## src/rtl/cpu_pkg.sv

```systemverilog
// Shared CPU constants and the instruction-fetch state encoding.
package cpu_pkg;

  localparam int WORD_W = 16;
  localparam int ADDR_W = 16;

  localparam logic [ADDR_W-1:0] RESET_PC_DEF = 16'h0000;

  // FETCH: request out; HOLD: word presented; FLUSH: drain a cancelled
  // request; ERR: memory stopped answering.
  typedef enum logic [1:0] {
    ST_FETCH = 2'd0,
    ST_HOLD  = 2'd1,
    ST_FLUSH = 2'd2,
    ST_ERR   = 2'd3
  } fetch_state_e;

  // True while a memory read is outstanding.
  function automatic logic is_busy(input fetch_state_e s);
    return (s == ST_FETCH) || (s == ST_FLUSH);
  endfunction

endpackage

```

## src/rtl/fetch_watchdog.sv

```systemverilog
// Fetch timeout counter. Present only when FETCH_TIMEOUT_EN is defined.
`ifdef FETCH_TIMEOUT_EN
module fetch_watchdog #(
  parameter int TIMEOUT_CYCLES = 15
) (
  input  logic clk,
  input  logic reset,
  input  logic busy,     // a read is outstanding this cycle
  input  logic restart,  // ack or state change: start counting afresh
  output logic expired   // this cycle is the last one allowed
);

  localparam int CW = $clog2(TIMEOUT_CYCLES + 1);

  logic [CW-1:0] cnt;

  // Count consecutive busy cycles with no ack; the top leaves FETCH/FLUSH on expiry.
  always_ff @(posedge clk or posedge reset) begin
    if (reset)                  cnt <= '0;
    else if (!busy || restart)  cnt <= '0;
    else if (!expired)          cnt <= cnt + CW'(1);
  end

  assign expired = busy && !restart && (cnt == CW'(TIMEOUT_CYCLES - 1));

endmodule
`endif

```

## src/rtl/instr_fetch.sv

```systemverilog
// Instruction fetch unit: one outstanding word read, redirect/flush handling.
// Optional fetch timeout enabled by defining FETCH_TIMEOUT_EN.
module instr_fetch
  import cpu_pkg::*;
#(
  parameter logic [ADDR_W-1:0] RESET_PC       = RESET_PC_DEF,
  parameter int                TIMEOUT_CYCLES = 15
) (
  input  logic              clk,
  input  logic              reset,
  output logic              mem_rd,
  output logic [ADDR_W-1:0] mem_addr,
  input  logic              mem_ack,
  input  logic [WORD_W-1:0] mem_rdata,
  output logic [WORD_W-1:0] instr,
  output logic              instr_valid,
  input  logic              instr_taken,
  input  logic              redirect,
  input  logic [ADDR_W-1:0] redirect_pc,
  output logic [ADDR_W-1:0] pc,
  output logic              fetch_err
);

  fetch_state_e      state;
  logic [ADDR_W-1:0] pending_pc;
  logic              timeout_hit;

`ifdef FETCH_TIMEOUT_EN
  logic wd_restart;

  // Ack ends the wait; FETCH->FLUSH is a state change. FLUSH+redirect is not.
  assign wd_restart = mem_ack || ((state == ST_FETCH) && redirect);

  fetch_watchdog #(.TIMEOUT_CYCLES(TIMEOUT_CYCLES)) u_wd (
    .clk     (clk),
    .reset   (reset),
    .busy    (is_busy(state)),
    .restart (wd_restart),
    .expired (timeout_hit)
  );

  // ERR is only left by reset, so the state itself is the sticky flag.
  assign fetch_err = (state == ST_ERR);
`else
  logic unused_timeout_cfg;

  assign timeout_hit        = 1'b0;
  assign fetch_err          = 1'b0;
  assign unused_timeout_cfg = ^TIMEOUT_CYCLES;
`endif

  // Fetch FSM with registered mem_rd / instr_valid.
  always_ff @(posedge clk or posedge reset) begin
    if (reset) begin
      state       <= ST_FETCH;
      mem_rd      <= 1'b1;
      instr_valid <= 1'b0;
      mem_addr    <= RESET_PC;
      pc          <= RESET_PC;
      pending_pc  <= RESET_PC;
      instr       <= '0;
    end else begin
      case (state)
        ST_FETCH: begin
          if (timeout_hit) begin
            state  <= ST_ERR;
            mem_rd <= 1'b0;
          end else if (redirect) begin
            // Data of the in-flight read is stale; if it already returned,
            // reissue at the target, otherwise wait it out in FLUSH while
            // keeping the request stable.
            if (mem_ack) begin
              mem_addr <= redirect_pc;
            end else begin
              pending_pc <= redirect_pc;
              state      <= ST_FLUSH;
            end
          end else if (mem_ack) begin
            instr       <= mem_rdata;
            pc          <= mem_addr;
            state       <= ST_HOLD;
            mem_rd      <= 1'b0;
            instr_valid <= 1'b1;
          end
        end
        ST_HOLD: begin
          if (redirect || instr_taken) begin
            mem_addr    <= redirect ? redirect_pc : pc + ADDR_W'(1);
            state       <= ST_FETCH;
            mem_rd      <= 1'b1;
            instr_valid <= 1'b0;
          end
        end
        ST_FLUSH: begin
          if (timeout_hit) begin
            state  <= ST_ERR;
            mem_rd <= 1'b0;
          end else begin
            if (redirect) pending_pc <= redirect_pc;
            if (mem_ack) begin
              mem_addr <= redirect ? redirect_pc : pending_pc;
              state    <= ST_FETCH;
            end
          end
        end
        ST_ERR: begin
          mem_rd      <= 1'b0;
          instr_valid <= 1'b0;
        end
        default: begin
          state <= ST_ERR;
        end
      endcase
    end
  end

endmodule

```

## config.mk

```make
export PLATFORM = sky130hd
export DESIGN_NAME = instr_fetch
export DESIGN_NICKNAME = d
export VERILOG_FILES = /design/src/rtl/cpu_pkg.sv /design/src/rtl/fetch_watchdog.sv /design/src/rtl/instr_fetch.sv
export SDC_FILE = /design/constraint.sdc
export NUM_CORES = 1
export LEC_CHECK = 0
export CAP_MARGIN = 20
export CORE_ASPECT_RATIO = 1.1
export CORE_UTILIZATION = 25
export DETAILED_ROUTE_END_ITERATION = 8
export GPL_TIMING_DRIVEN = 0
export PLACE_DENSITY = 0.55
export RECOVER_POWER = 25
export SETUP_SLACK_MARGIN = 0.02
export SLEW_MARGIN = 20
export SYNTH_ARGS = -nofsm -noshare
export SYNTH_HDL_FRONTEND = slang
export SYNTH_SLANG_ARGS = --single-unit
export TNS_END_PERCENT = 50
```

## constraint.sdc

```tcl
create_clock -name clk -period 3.8 [get_ports clk]
set_clock_uncertainty 0.2 [all_clocks]
set_input_delay 1.14 -clock clk [delete_from_list [all_inputs] [get_ports clk]]
set_output_delay 1.14 -clock clk [all_outputs]
set_load 0.01 [all_outputs]
```

==> flow_metrics.tcl, run 1 <==
set metrics [dict create \
    clk_pin_slew_ns 0.05 \
    ys_dominant_reg_cell "dfrtp_1" \
    end_kind "register" \
    die_x_um 115 \
    vias_per_cell 4.70 \
    vias 2828 \
    gp_congestion 0.785 \
    overflow 0 \
    max-slew-margin-rel_pct 14.8 \
    drc 0 \
    first_pass_iters 4 \
    drtIter0Drc 194 \
    cts_buffer_depth 2 \
    antenna_found_initial 0 \
    cts_buffers 9 \
    crit_path_max_fanout 10 \
    syn_nets 356 \
    ys_ff_latch 68 \
    cp.required_ns 3.82 \
    clock_latency_ns 0.34 \
    crit_type "primary input to register" \
    cellPowerDensity_nw_per_um2 863 \
    maxCapViolCount 0 \
    post-cts-setup-buffers 0 \
    ioPinCount 88 \
    setup_slack_ns 1.01 \
    hold_class "register to register" \
    preCtsSetupSlack_ns 0.675 \
    drive_gt1_share_pct 22.0 \
    wire_per_inst_um 16.7 \
    rsz0062_at_grt "no" \
    yosys.cell_types.count 56 \
    cts_tree "built" \
    crit_path_start_kind "primary input" \
    tns_ns 0 \
    root_buffer "clkbuf_16" \
    setup_viol 0 \
    rows 45 \
    hold_viol_final 0 \
    die_area_um2 14600 \
    final_nets 453 \
    port_buffers 85 \
    synth_edf_count 0 \
    drtAntennaViolNets 0 \
    crit_arrival_ns 2.80 \
    fmax_ghz 0.359 \
    period_needed_ns 2.79 \
    start_util_pct 25.5 \
    worst_pin_slew_ns 1.27 \
    syn_avg_cell_area_um2 11.3 \
    finalPower_w 0.00423 \
    leakage_nw 1.97 \
    status "complete, no violations" \
    dp_hpwl_mm 7.43 \
    whs_ns 0.301 \
    syn-instance-count 312 \
    grt_max_degree 44 \
    synth_warnings 0 \
    diodes 0 \
    async_flop_share_pct 100 \
    yosysSeqAreaShare_pct 48.4 \
    coreArea_um2 13800 \
    area_growth_pct 39.2 \
    h-tree-depth 3 \
    peakVddDrop_mv 0.243 \
    grt_pass1_vias 2928 \
    syn_area_um2 3520 \
    cts_hold_buf 0 \
    maxSlewViolCount 0 \
    routed_wl_mm 10.1 \
    clock-sinks 68 \
    ctsResizeCount 0 \
    dieHeight_um 126 \
    period_share_pct 73.3 \
    grtUsageTotal_pct 14.8 \
    grt_pass1_wl_mm 15.9 \
    fin_util_pct 35.5 \
]
## routing by layer
metal  track usage (%)  share of wire [%]
met4              6.65                1.6
met3              2.29                4.2
met2              25.8                 51
met5                 0                  0
met1              17.7                 44
## state kept, by name (all words and copies together), names as in the netlist
name / count
mem_addr: 16
pending_pc: 16
instr_valid: 1
state: 2
pc: 16
mem_rd: 1
instr: 16
## final timing paths
path / startpoint / to / slack, ns / cells past startpoint
setup / recovery: mem_ack / pending_pc[6] / 1.01 / 5
hold / removal: instr[15] / instr[15] / 0.30 / 1
setup reg to reg: state[1] / mem_addr[14] / 1.25 / 7
hold reg to reg: instr[15] / instr[15] / 0.30 / 1
max in group asynchronous: reset / mem_rd / 1.27 / 3
min in group asynchronous: reset / instr[5] / 1.32 / 2
## metrics by stage
step	instances	instance area, um^2
floorplan	312	3520
finish	602	4900
global placement	585	4610
global route	602	4900
detailed placement	586	4640
CTS	602	4900
## cells by family after synthesis
group           after synthesis  synth area share, %
compound gates               86                 16.7
flops                        68                 48.4
simple gates                 60                 9.42
mux                          47                 14.9
buf+inv                      33                 5.51
xor+xnor                     10                 2.49
fa+ha+maj                     7                 2.49
other cells                   1                0.107
## critical path, cell delays in order
cell and delay [ns]:
clkdlybuf4s50_1 0.58, nand2_1 0.13, o211ai_2 0.21, buf_2 0.36, mux2_2 0.37
## final cells by class
cell class,count,area [um^2]
Timing Repair Buffer,86,878
Clock buffer,13,250
Buffer,18,138
Clock inverter,3,15.0
Inverter,15,57.6
Fill cell,1407,8890
Sequential cell,68,1700
Multi-Input combinational cell,211,1620
Tap cell,188,235
## power breakdown
part	leakage (nW)	switching, W	internal (W)
clock	0.133	0.000306	0.000456
sequential	0.815	0.000326	0.00110
combinational	1.03	0.000956	0.00109
## cells in the mapped netlist (4+ instances only)
master	number	share of area, %
o22ai_1	4	0.71
inv_1	15	1.6
ha_1	7	2.5
o21ai_0	31	4.4
a22o_1	5	1.2
dfrtp_1	67	48
buf_2	9	1.3
mux2_2	44	14
o221ai_1	4	1.0
a21oi_1	9	1.3
clkbuf_8	4	1.6
nand2_1	18	1.9
nand3_1	6	0.85
nor2_1	16	1.7
xor2_1	7	1.7
## cell usage in the layout, fill, tap and decap left out, types with 2 or more instances in the layout
master	n
a32oi_1	3
o21ai_0	31
nand2b_1	2
inv_1	14
clkdlybuf4s50_1	84
ha_1	7
buf_4	3
clkbuf_16	9
or3_1	2
o211ai_2	2
mux2_2	44
a21oi_1	9
o21ai_1	2
a22o_1	5
o22ai_1	4
o221ai_1	4
xnor2_1	3
clkinv_2	3
a31oi_1	3
a21boi_0	2
nor3_1	2
xor2_1	7
clkbuf_8	5
buf_2	9
a211oi_1	2
dfrtp_1	67
nand2_1	18
a221oi_1	3
clkbuf_1	4
nand4_1	3
nor4_2	2
nand3_2	2
nor2_1	16
mux2i_1	3
a22oi_1	3
nand3_1	6
(Power assumes the default switching activity.)
==> inputs of run 2 (changes only) <==
--- a/config.mk
+++ b/config.mk
@@ -10,7 +10,7 @@
 export CORE_UTILIZATION = 25
 export DETAILED_ROUTE_END_ITERATION = 8
 export GPL_TIMING_DRIVEN = 0
-export PLACE_DENSITY = 0.55
+export PLACE_DENSITY = 0.57
 export RECOVER_POWER = 25
 export SETUP_SLACK_MARGIN = 0.02
 export SLEW_MARGIN = 20
==> constraint.sdc (replaced) <==
create_clock -name clk -period 2.5 [get_ports clk]
set_clock_uncertainty 0.2 [all_clocks]
set_input_delay 0.75 -clock clk [delete_from_list [all_inputs] [get_ports clk]]
set_output_delay 0.75 -clock clk [all_outputs]
set_load 0.01 [all_outputs]
==> run 2 against run 1 <==
Sequential power grew 52%. Setup slack lost 0.91 ns. Register-to-register slack lost 1.1 ns. Non-clock buffer count is the same. Sequential share of layout area shrank 0.29 points. Worst hold slack lost 0.0024 ns.
==> flow_metrics.tcl, run 2 (synthesized netlist as in run 1, its figures left out) <==
set metrics [dict create \
    status "complete, no violations" \
    first_pass_iters 4 \
    r2r-start "state[0]" \
    rr_endpoint "pending_pc[2]" \
    path_buf_inv 1 \
    dp_hpwl_mm 7.56 \
    holdCritStartpoint "instr[14]" \
    cellPowerDensity_nw_per_um2 1320 \
    hold_depth 1 \
    fin_area_um2 4940 \
    overflow 0 \
    period_share_pct 95.9 \
    place_area_um2 4650 \
    start_util_pct 25.5 \
    grt_max_degree 32 \
    final_cell_mix "clkdlybuf4s50_1, dfrtp_1, mux2_2" \
    root_buffer "clkbuf_16" \
    die_area_um2 14600 \
    top_usage_layer "met2" \
    routed_wl_mm 10.0 \
    port_buffers 85 \
    worst_hold_path.endpoint "instr[14]" \
    use_met2_pct 23.8 \
    fmax_ghz 0.417 \
    clock-sinks 68 \
    area_growth_pct 40.4 \
    clock_latency_ns 0.33 \
    worst_pin_slew_ns 0.712 \
    grtUsageTotal_pct 14.4 \
    r2r_slack_ns 0.16 \
    final_nets 453 \
    critical-path-max-stage-delay_ns 0.62 \
    grt_pass1_wl_mm 15.7 \
    crit_path_max_fanout 6 \
    grt_pass1_vias 2878 \
    cts_buffers 9 \
    crit_type "register to primary output" \
    ioPinCount 88 \
    diodes 0 \
    max-slew-margin-rel_pct 52.3 \
    reg2reg_depth 7 \
    period_needed_ns 2.40 \
    h-tree-depth 3 \
    final_common_cell "clkdlybuf4s50_1" \
    maxSlewViolCount 0 \
    drive_gt1_share_pct 23.2 \
    clk_pin_slew_ns 0.05 \
    critical-path-top-delay-family "buffers and inverters" \
    maxCapViolCount 0 \
    met1_usage_pct 17.9 \
    leakage_nw 1.99 \
    vias_per_cell 4.69 \
    setup_slack_ns 0.103 \
    gp_congestion 0.806 \
    dieHeight_um 126 \
    rows 45 \
    end_kind "primary output" \
    coreArea_um2 13800 \
    setup_viol 0 \
    cts_tree "built" \
    whs_ns 0.299 \
    drtAntennaViolNets 0 \
    cp.required_ns 1.55 \
    post-cts-setup-buffers 0 \
    hold_class "register to register" \
    crit_path_start_kind "register" \
    cts_buffer_depth 2 \
    preCtsSetupSlack_ns -0.273 \
    drc 0 \
    wire_per_inst_um 16.7 \
    antenna_found_initial 0 \
    vias 2822 \
    crit_arrival_ns 1.45 \
    crit_slowest_cell "clkdlybuf4s50_1" \
    path_cells "clkdlybuf4s50_1" \
    hold_viol_final 0 \
    drtIter0Drc 201 \
    met3_usage_pct 3.34 \
    cts_hold_buf 0 \
    peakVddDrop_mv 0.418 \
    die_x_um 115 \
    rsz0062_at_grt "no" \
]
## run 2: worst max-delay path by stage
stage,startpoint,to,slack (ns),cells after the start
6_report,pc[3],pc[3],0.10,1
5_1_grt,reset,mem_rd,0.04,4
4_1_cts,state[0],mem_addr[0],0.03,8
3_5_place_dp,mem_ack,pending_pc[2],-0.27,5
3_3_place_gp,mem_ack,pending_pc[2],-0.22,5
2_1_floorplan,state[0],pending_pc[0],0.44,6
## run 2: metal layers
layer / part of all wire [%] / vias to the layer above
li1: - / 1332
met4: 2.0 / 0
met2: 50 / 93
met3: 5.1 / 16
met5: 0 / -
met1: 43 / 1381
## run 2: worst reg2reg max path, stage by stage, from the launching register on
cell and delay (ns):
dfrtp_1 0.43, inv_1 0.15, ha_2 0.18, buf_2 0.19, nand2_1 0.15, o211ai_4 0.19, buf_2 0.35, mux2_2 0.38
## run 2: repair_timing
action                     CTS  global route
setup endpoints to repair   19            25
pin swaps                    0             0
gates resized for setup      3             4
## run 2: layout make-up
cell class                      instances  area (um^2)
Tap cell                              188          235
Timing Repair Buffer                   87          881
Clock inverter                          1         5.00
Clock buffer                           15          278
Sequential cell                        68         1700
Inverter                               15         57.6
Fill cell                            1377         8850
Multi-Input combinational cell        211         1650
Buffer                                 17          134
## run 2: metrics by stage
stage          util (%)  total power (W)  std cells  setup TNS (ns)
5_1_grt            35.8          0.00696        602               0
2_1_floorplan         -          0.00386        312               0
4_1_cts            35.9          0.00658        603               0
3_3_place_gp       33.4          0.00523        585          -11.11
3_5_place_dp       33.7          0.00531        587           -5.98
6_report           35.8          0.00652        602               0
## run 2: where the power goes
group | switching [W] | internal [W] | total [W] | leakage (nW)
logic | 0.00149 | 0.00167 | 0.00316 | 1.03
registers | 0.000489 | 0.00167 | 0.00216 | 0.815
clock network | 0.000455 | 0.000752 | 0.00121 | 0.140
total | 0.00243 | 0.00409 | 0.00652 | 1.99
==> inputs of run 3 (changes only) <==
--- a/config.mk
+++ b/config.mk
@@ -10,6 +10,7 @@
 export CORE_UTILIZATION = 25
 export DETAILED_ROUTE_END_ITERATION = 8
 export GPL_TIMING_DRIVEN = 0
+export MAX_ROUTING_LAYER = met4
 export PLACE_DENSITY = 0.57
 export RECOVER_POWER = 25
 export SETUP_SLACK_MARGIN = 0.02
==> constraint.sdc (replaced) <==
create_clock -name clk -period 2.5 [get_ports clk]
set_clock_uncertainty 0.2 [all_clocks]
set_input_delay 0.75 -clock clk [delete_from_list [all_inputs] [get_ports clk]]
set_output_delay 0.75 -clock clk [all_outputs]
set_load 0.005 [all_outputs]
==> run 3 against run 2 <==
Clock-buffer cell count stayed put. Final area stayed put. Wire length hardly changed. Critical endpoint unchanged. Sequential power hardly changed. Flip-flop and latch count stayed put. Largest cell class unchanged. Register-to-register slack hardly changed. Total power is 2.4% lower. Core utilization stayed put.
==> flow_metrics.tcl, run 3 (synthesized netlist as in run 1, its figures left out) <==
set metrics [dict create \
    nFillCells 1377 \
    wire_per_inst_um 16.7 \
    whs_ns 0.299 \
    grt_max_degree 32 \
    die_x_um 115 \
    cp.required_ns 1.55 \
    drtIter0Drc 239 \
    maxSlewViolCount 0 \
    use_met2_pct 23.8 \
    port_buffers 85 \
    switchingPower_w 0.00228 \
    grt_pass1_wl_mm 15.7 \
    drc 0 \
    first_pass_iters 4 \
    critical-path-top-delay-family "buffers and inverters" \
    root_buffer "clkbuf_16" \
    path_buf_inv 1 \
    cts_tree "built" \
    drtAntennaViolNets 0 \
    hold_class "register to register" \
    regArea_um2 1700 \
    crit_arrival_ns 1.42 \
    die_area_um2 14600 \
    period_needed_ns 2.37 \
    clkPwrFrac_pct 19.0 \
    setup_slack_ns 0.130 \
    setup_viol 0 \
    path_cells "clkdlybuf4s50_1" \
    final_cell_mix "clkdlybuf4s50_1, dfrtp_1, mux2_2" \
    cts_buffer_depth 2 \
    internal-power_w 0.00408 \
    antenna_found_initial 0 \
    diodes 0 \
    crit_path_start_kind "register" \
    multi_input_area_um2 1650 \
    status "complete, no violations" \
    gp_congestion 0.818 \
    rsz0062_at_grt "no" \
    h-tree-depth 3 \
    start_util_pct 25.5 \
    clock-sinks 68 \
    p_comb_share_pct 47.1 \
    top_usage_layer "met2" \
    rows 45 \
    preCtsSetupSlack_ns -0.273 \
    coreArea_um2 13800 \
    area_growth_pct 40.4 \
    crit_path_max_fanout 6 \
    cts_hold_buf 0 \
    grtUsageTotal_pct 14.8 \
    crit_slowest_cell "clkdlybuf4s50_1" \
    critical-path-max-stage-delay_ns 0.59 \
    final_common_cell "clkdlybuf4s50_1" \
    dieHeight_um 126 \
    vias_per_cell 4.68 \
    cts_buffers 9 \
    clock_latency_ns 0.33 \
    met3_usage_pct 3.06 \
    cellPowerDensity_nw_per_um2 1290 \
    max-slew-margin-rel_pct 52.7 \
    met1_usage_pct 18.0 \
    post-cts-setup-buffers 0 \
    hold_viol_final 0 \
    end_kind "primary output" \
    dp_hpwl_mm 7.56 \
    clk_pin_slew_ns 0.05 \
    grt_pass1_vias 2882 \
    fin_util_pct 35.8 \
    maxCapViolCount 0 \
    seqPwrFrac_pct 33.9 \
    final_nets 453 \
    vias 2820 \
    overflow 0 \
    drive_gt1_share_pct 23.2 \
    peakVddDrop_mv 0.419 \
    period_share_pct 94.8 \
    p_sw_share_pct 35.8 \
    fmax_ghz 0.422 \
    worst_pin_slew_ns 0.706 \
    crit_type "register to primary output" \
    leakage_nw 1.99 \
    ioPinCount 88 \
    routed_wl_mm 10.0 \
]
run 3: worst paths after layout:
check	startpoint	end	slack (ns)	cells after the start
max	pc[3]	pc[3]	0.13	1
min	instr[14]	instr[14]	0.30	1
max reg2reg	state[0]	pending_pc[2]	0.16	7
min reg2reg	instr[14]	instr[14]	0.30	1
max in group asynchronous	reset	mem_rd	0.27	4
min in group asynchronous	reset	instr[14]	0.76	2
run 3: cell type report:
| cell class | instances | area share [%] |
|---|---|---|
| Buffer | 17 | 2.71 |
| Clock inverter | 1 | 0.101 |
| Tap cell | 188 | 4.76 |
| Multi-Input combinational cell | 211 | 33.4 |
| Clock buffer | 15 | 5.62 |
| Inverter | 15 | 1.16 |
| Sequential cell | 68 | 34.5 |
| Timing Repair Buffer | 87 | 17.8 |
run 3: power by group through the flow:
stage               logic, W  registers, W  clock network [W]
floorplan            0.00162       0.00208                  0
global placement     0.00292       0.00215                  0
detailed placement   0.00297       0.00218                  0
CTS                  0.00301       0.00216            0.00125
global route         0.00327       0.00223            0.00129
finish               0.00300       0.00215            0.00121
run 3: metrics by stage:
| step | power (W) | TNS (ns) | cells | area [um^2] |
|---|---|---|---|---|
| CTS | 0.00642 | 0 | 603 | 4950 |
| detailed placement | 0.00515 | -5.98 | 587 | 4650 |
| finish | 0.00636 | 0 | 602 | 4940 |
| global route | 0.00680 | 0 | 602 | 4940 |
| global placement | 0.00507 | -11.11 | 585 | 4610 |
| floorplan | 0.00371 | 0 | 312 | 3520 |
run 3: per-layer routing:
metal	up-vias	wire [um]
met5	-	0
met4	0	192
met3	14	393
met2	83	4990
met1	1390	4470
li1	1333	-
run 3: timing repair:
action / in CTS / in global routing
resized for setup: 3 / 4
endpoints found under the setup margin: 19 / 25
gates cloned: 0 / 0
==> RTL edit 1: new RTL, config.mk and constraints of run 2 <==
`ADDR_W`: 16 -> 15.
--- a/src/rtl/cpu_pkg.sv
+++ b/src/rtl/cpu_pkg.sv
@@ -3,5 +3,5 @@
 
   localparam int WORD_W = 16;
-  localparam int ADDR_W = 16;
+  localparam int ADDR_W = 15;
 
   localparam logic [ADDR_W-1:0] RESET_PC_DEF = 16'h0000;
Ports: changed (resized mem_addr, pc and redirect_pc); port bits go from 88 to 85. No check against the original RTL was run, so the function may have changed too.
==> RTL edit 1 against run 2 <==
Power is 1.5% lower; sequential cell count decreased by 3; synthesized cell count down 0.64%; wire length decreased by 3.0%; final area decreased by 2.4%; synthesized area shrank 1.7%; worst setup slack got worse by 0.012 ns; critical path type unchanged; critical endpoint is now pc[7].
==> RTL edit 1: results (changes against run 2) <==
Yosys
  – Most common library cells after synthesis: dfrtp_1, mux2_2, nand2_1
  – Sequential share of the synthesized area: 47.04% (-1.3 points)
  – Syn nets: 353 (-0.84%)
  – Synth cell types: 54 (-3.6%)
  – Area contributors post-synth: dfrtp_1, mux2_2, ha_1, o21ai_0, nand2_1

Detailed routing
  – Remaining DRCs: 0 (unchanged)
  – Routed wire length on met3: 670 um (+31%)
  – Drt via density: 4.871 (+3.9%)
  – Met2 WL: 4.553 mm (-9.0%)
  – DR iter-0 viols: 238 (+18%)
  – WL met1: 4.262 mm (-1.6%)
  – WL/cell: 16.29 um (-2.4%)

Placed design
  – DP Worst Slack: -0.3914 ns (-0.1187 ns)
  – GPL Wtd Cong: 0.8277 (+2.7%)
  – Detailed Place HPWL: 7.069 mm (-6.5%)
  – # port buffers: 82 (-3.5%)

Pwr
  – Max IR drop VDD: 0.0005066 V (+21%)
  – P_leak: 1.944 nW (-2.2%)

Status
  – Status: finished, final reports clean

Finish
  – Final nets: 452 (-0.22%)
  – Largest register FFs: 16
  – Number of fillers in the final layout: 1333 (-3.2%)
  – Top reg by flops: instr
  – Share of layout cells above drive strength 1: 22.71% (-0.48 points)

Global routing
  – Vias in the first global route: 2979 (+3.5%)
  – Largest net degree at the start of global routing: 33 (+3.1%)
  – GRT Overall Usage: 14.25% (-0.16 points)
  – Initial antenna violation count: 0 (unchanged)
  – First-pass GRT wire length: 15.60 mm (-0.66%)

Clocking
  – Root Buffer: clkbuf_16
  – CTS max path bufs: 2 (unchanged)

Timing
  – Worst slew pin tran: 0.7121 ns (+0.00001705 ns)

Hold path
  – Worst hold-check path type: flop to flop

Critical path
  – Maximum fanout along the worst path: 9 (+3)
[RTL edit 1: cell types whose count changed in the layout (fill, tap and decap cells not counted), moves of 5 or more]
cell / change
and3_1: +5
o21ai_0: -14
mux2_2: +6
clkbuf_1: +9
buf_4: +5
clkbuf_8: -6
inv_1: -9
[RTL edit 1: path summary, 6_finish.rpt]
| kind | from | end | slack (ns) | cells past startpoint |
|---|---|---|---|---|
| worst min register to register | mem_rd | mem_rd | 0.29 | 2 |
| worst max-delay path | pc[7] | pc[7] | 0.09 | 1 |
| worst min-delay path | mem_rd | mem_rd | 0.29 | 2 |
| min in group asynchronous | reset | mem_addr[14] | 0.71 | 2 |
| max in group asynchronous | reset | instr[4] | 0.32 | 3 |
| worst max register to register | state[0] | instr[1] | 0.13 | 5 |
[RTL edit 1: logic make-up (layout without fill, tap and decap cells)]
| family | after synthesis | count (layout) | synth area share, % |
|---|---|---|---|
| DFF | 65 | 65 | 47.04 |
| and+or+nand+nor | 82 | 82 | 12.87 |
| AOI/OAI and AO/OA | 69 | 69 | 14.86 |
| xor gates and xnor gates | 3 | 3 | 0.7594 |
| buffers and inverters | 28 | 132 | 4.085 |
| muxes | 55 | 55 | 17.75 |
| adders and majority gates | 7 | 7 | 2.531 |
| other | 1 | 1 | 0.1084 |
[RTL edit 1: routing by layer]
layer | GRT usage (%) | up-vias
met2 | 22.35 | 106
met3 | 4.605 | 20
met4 | 6.264 | 0
met1 | 17.83 | 1439
met5 | 0 | -
li1 | - | 1348
[RTL edit 1: timing repair]
item                                    in CTS  in global routing
gates resized for setup                      1                  4
buffers inserted                             2                  2
endpoints found under the setup margin      21                 34
pin swaps                                    1                  2
gates cloned                                 0                  1
[RTL edit 1: area by class of cell]
| cell class | count | area (um^2) | share of cell area, % |
|---|---|---|---|
| plain buffers | 21 | 118.9 | 2.464 |
| well taps | 184 | 230.2 | 4.772 |
| clock buffers | 15 | 257.7 | 5.342 |
| flip-flops and latches | 65 | 1629 | 33.77 |
| clock inverters | 1 | 5.005 | 0.1037 |
| inverters | 6 | 23.77 | 0.4927 |
| repair buffers | 89 | 868.3 | 18.00 |
| multi-input cells | 217 | 1692 | 35.06 |
[RTL edit 1: through the flow]
stage	cells	cell area [um^2]	setup TNS, ns	hold WS (ns)	utilization, %
global placement	576	4516	-14.89	0.2822	33.75
CTS	596	4843	0	0.2960	36.20
floorplan	310	3465	0	0.2706	-
detailed placement	578	4563	-13.59	0.2881	34.11
finish	598	4825	0	0.2942	36.06
global route	598	4825	0	0.3140	36.06
[RTL edit 1: where the power goes]
part	leakage (nW)	internal, W	switching, W	total [W]
clock network	0.128	0.000697	0.000429	0.00113
logic	1.05	0.00173	0.00150	0.00323
registers	0.766	0.00160	0.000464	0.00207
total	1.94	0.00403	0.00239	0.00642
==> RTL edit 2: new RTL, flow settings as in run 2 <==
Without the edit above. The 4 states of `fetch_state_e` get a one-hot encoding in 4 bits.
--- a/src/rtl/cpu_pkg.sv
+++ b/src/rtl/cpu_pkg.sv
@@ -9,9 +9,9 @@
   // FETCH: request out; HOLD: word presented; FLUSH: drain a cancelled
   // request; ERR: memory stopped answering.
-  typedef enum logic [1:0] {
-    ST_FETCH = 2'd0,
-    ST_HOLD  = 2'd1,
-    ST_FLUSH = 2'd2,
-    ST_ERR   = 2'd3
+  typedef enum logic [3:0] {
+    ST_FETCH = 4'b0001,
+    ST_HOLD  = 4'b0010,
+    ST_FLUSH = 4'b0100,
+    ST_ERR   = 4'b1000
   } fetch_state_e;
 
Behaviour: same outputs for any inputs over 4 cycles, from zero or initial values and one cycle with reset high; so few cycles prove little.
==> RTL edit 2 against run 2 <==
Wire length decreased by 4.4%; worst setup slack got worse by 0.037 ns; highest routed layer unchanged; final area increased by 0.30%; final cell count increased by 1.3%; sequential cell count increased by 2; sequential share of layout area increased by 0.93 points; critical path type is now input pin to flop; worst hold slack got worse by 0.012 ns; count of clock-buffer cells in the layout decreased by 6; synthesized area decreased by 2.3%; via count increased by 2.6%; utilization increased by 1.4 points; maximum frequency decreased by 1.5%.
Power is not compared: it rests on default switching activity, and its combinational part moved more than twofold at a synthesized area within 25%.
==> RTL edit 2: results (changes against run 2) <==
Placed design
  – DP Worst Slack: -0.7144 ns (-0.4417 ns)
  – Placed cell area: 0.004562 mm^2 (-1.9%)
  – Detailed Place HPWL: 6.770 mm (-10%)
  – Placed Cells: 593 (+1.0%)
  – GPL Wtd Cong: 0.8043 (-0.19%)

Detailed routing
  – WL/cell: 15.75 um (-5.6%)
  – DR iter-0 viols: 173 (-14%)
  – Drt via density: 4.746 (+1.2%)
  – Max layer used: met4
  – Routed wire length on met3: 712 um (+40%)
  – Pre-Repair DR Iteration Count: 5 (+1)
  – Total number of vias: 2895 (+2.6%)
  – WL met1: 4.168 mm (-3.8%)
  – Met2 WL: 4.522 mm (-9.6%)

Yosys
  – Adder-Cell Fraction of Synth Area: 0.3640% (-2.1 points)
  – Most common library cells after synthesis: dfrtp_1, mux2_2, nand2_1
  – Yosys warns: 0 (unchanged)
  – FFs w/ async S/R, synth: 100.0% (unchanged)
  – Syn nets: 360 (+1.1%)
  – Sequential share of the synthesized area: 51.04% (+2.7 points)
  – Area contributors post-synth: dfrtp_1, mux2_2, a21oi_1, xor2_1, nand2_1
  – XOR/XNOR share of the synthesized area: 3.822% (+1.3 points)
  – Mux contribution to synthesized area: 14.02% (-0.92 points)
  – Post-synthesis compound-gate area fraction: 11.98% (-4.7 points)
  – Gate Count Post-Synth: 322 (+3.2%)
  – Synth cell types: 49 (-13%)

Clocking
  – Hold_buf cts: 0 (unchanged)
  – Root Buffer: clkbuf_16
  – Setup Fix Bufs, Post-CTS: 1 (+1)
  – CTS buffer count: 9 (unchanged)
  – Post-cts sizing count: 6 (+3)

Finish
  – Share of layout cells above drive strength 1: 21.60% (-1.6 points)
  – Number of fillers in the final layout: 1378 (+0.073%)
  – Final nets: 460 (+1.5%)

Critical path
  – Reg-to-reg startpoint: state[3]
  – CP delay by family, top: buffers and inverters
  – Setup CP Type: input pin to flop
  – Worst R2R End: mem_addr[9]
  – R2R Setup Slk: 0.26 ns (+0.10 ns)
  – Critical Path Max Stage Delay: 0.43 ns (-0.19 ns)
  – Crit path from: instr_taken
  – Worst reg2reg path depth: 5 (-2)
  – Maximum fanout along the worst path: 10 (+4)

Hold path
  – WHS Endpoint: pending_pc[13]
  – Hold path start: pending_pc[13]
  – Worst hold path depth: 2 (+1)
  – Worst hold-check path type: flop to flop

Pwr
  – P_leak: ~2.2 nW

Global routing
  – GRT met3 Usage: 4.556% (+1.2 points)
  – Initial antenna violation count: 0 (unchanged)
  – First-pass GRT wire length: 15.45 mm (-1.6%)
  – Vias in the first global route: 2902 (+0.83%)
  – Largest net degree at the start of global routing: 30 (-6.3%)
  – GRT met1 Usage: 17.82% (-0.077 points)
  – M2 GR Usage: 22.99% (-0.86 points)
  – GRT Overall Usage: 14.41% (about the same)

Timing
  – Worst slew pin tran: 0.8815 ns (+0.1693 ns)
  – Crit share post-route: 97.36% (+1.5 points)
  – Hold_ws: 0.2869 ns (-0.01188 ns)

Status
  – Status: finished, final reports clean
RTL edit 2: cell types whose count changed after synthesis, sizes merged, moves of 5 or more:
cell	delta
a22o	-5
o21ai	-17
a21oi	+13
nor2	+7
nor3	+11
ha	-6
nand2	+6
RTL edit 2: area by class of cell:
| cell class | instances | area [um^2] | area share (%) |
|---|---|---|---|
| Tap cell | 184 | 230.2 | 4.645 |
| Clock inverter | 6 | 86.33 | 1.742 |
| Timing Repair Buffer | 89 | 893.4 | 18.03 |
| Multi-Input combinational cell | 219 | 1578 | 31.84 |
| Clock buffer | 9 | 225.2 | 4.544 |
| Inverter | 13 | 50.05 | 1.010 |
| Buffer | 20 | 138.9 | 2.802 |
| Sequential cell | 70 | 1754 | 35.40 |
RTL edit 2: worst min-delay path, delay by kind of cell, from the launching register on:
kind | cells | cell delay [ns]
compound gates | 1 | 0.06
flops | 1 | 0.34
simple gates | 1 | 0.05
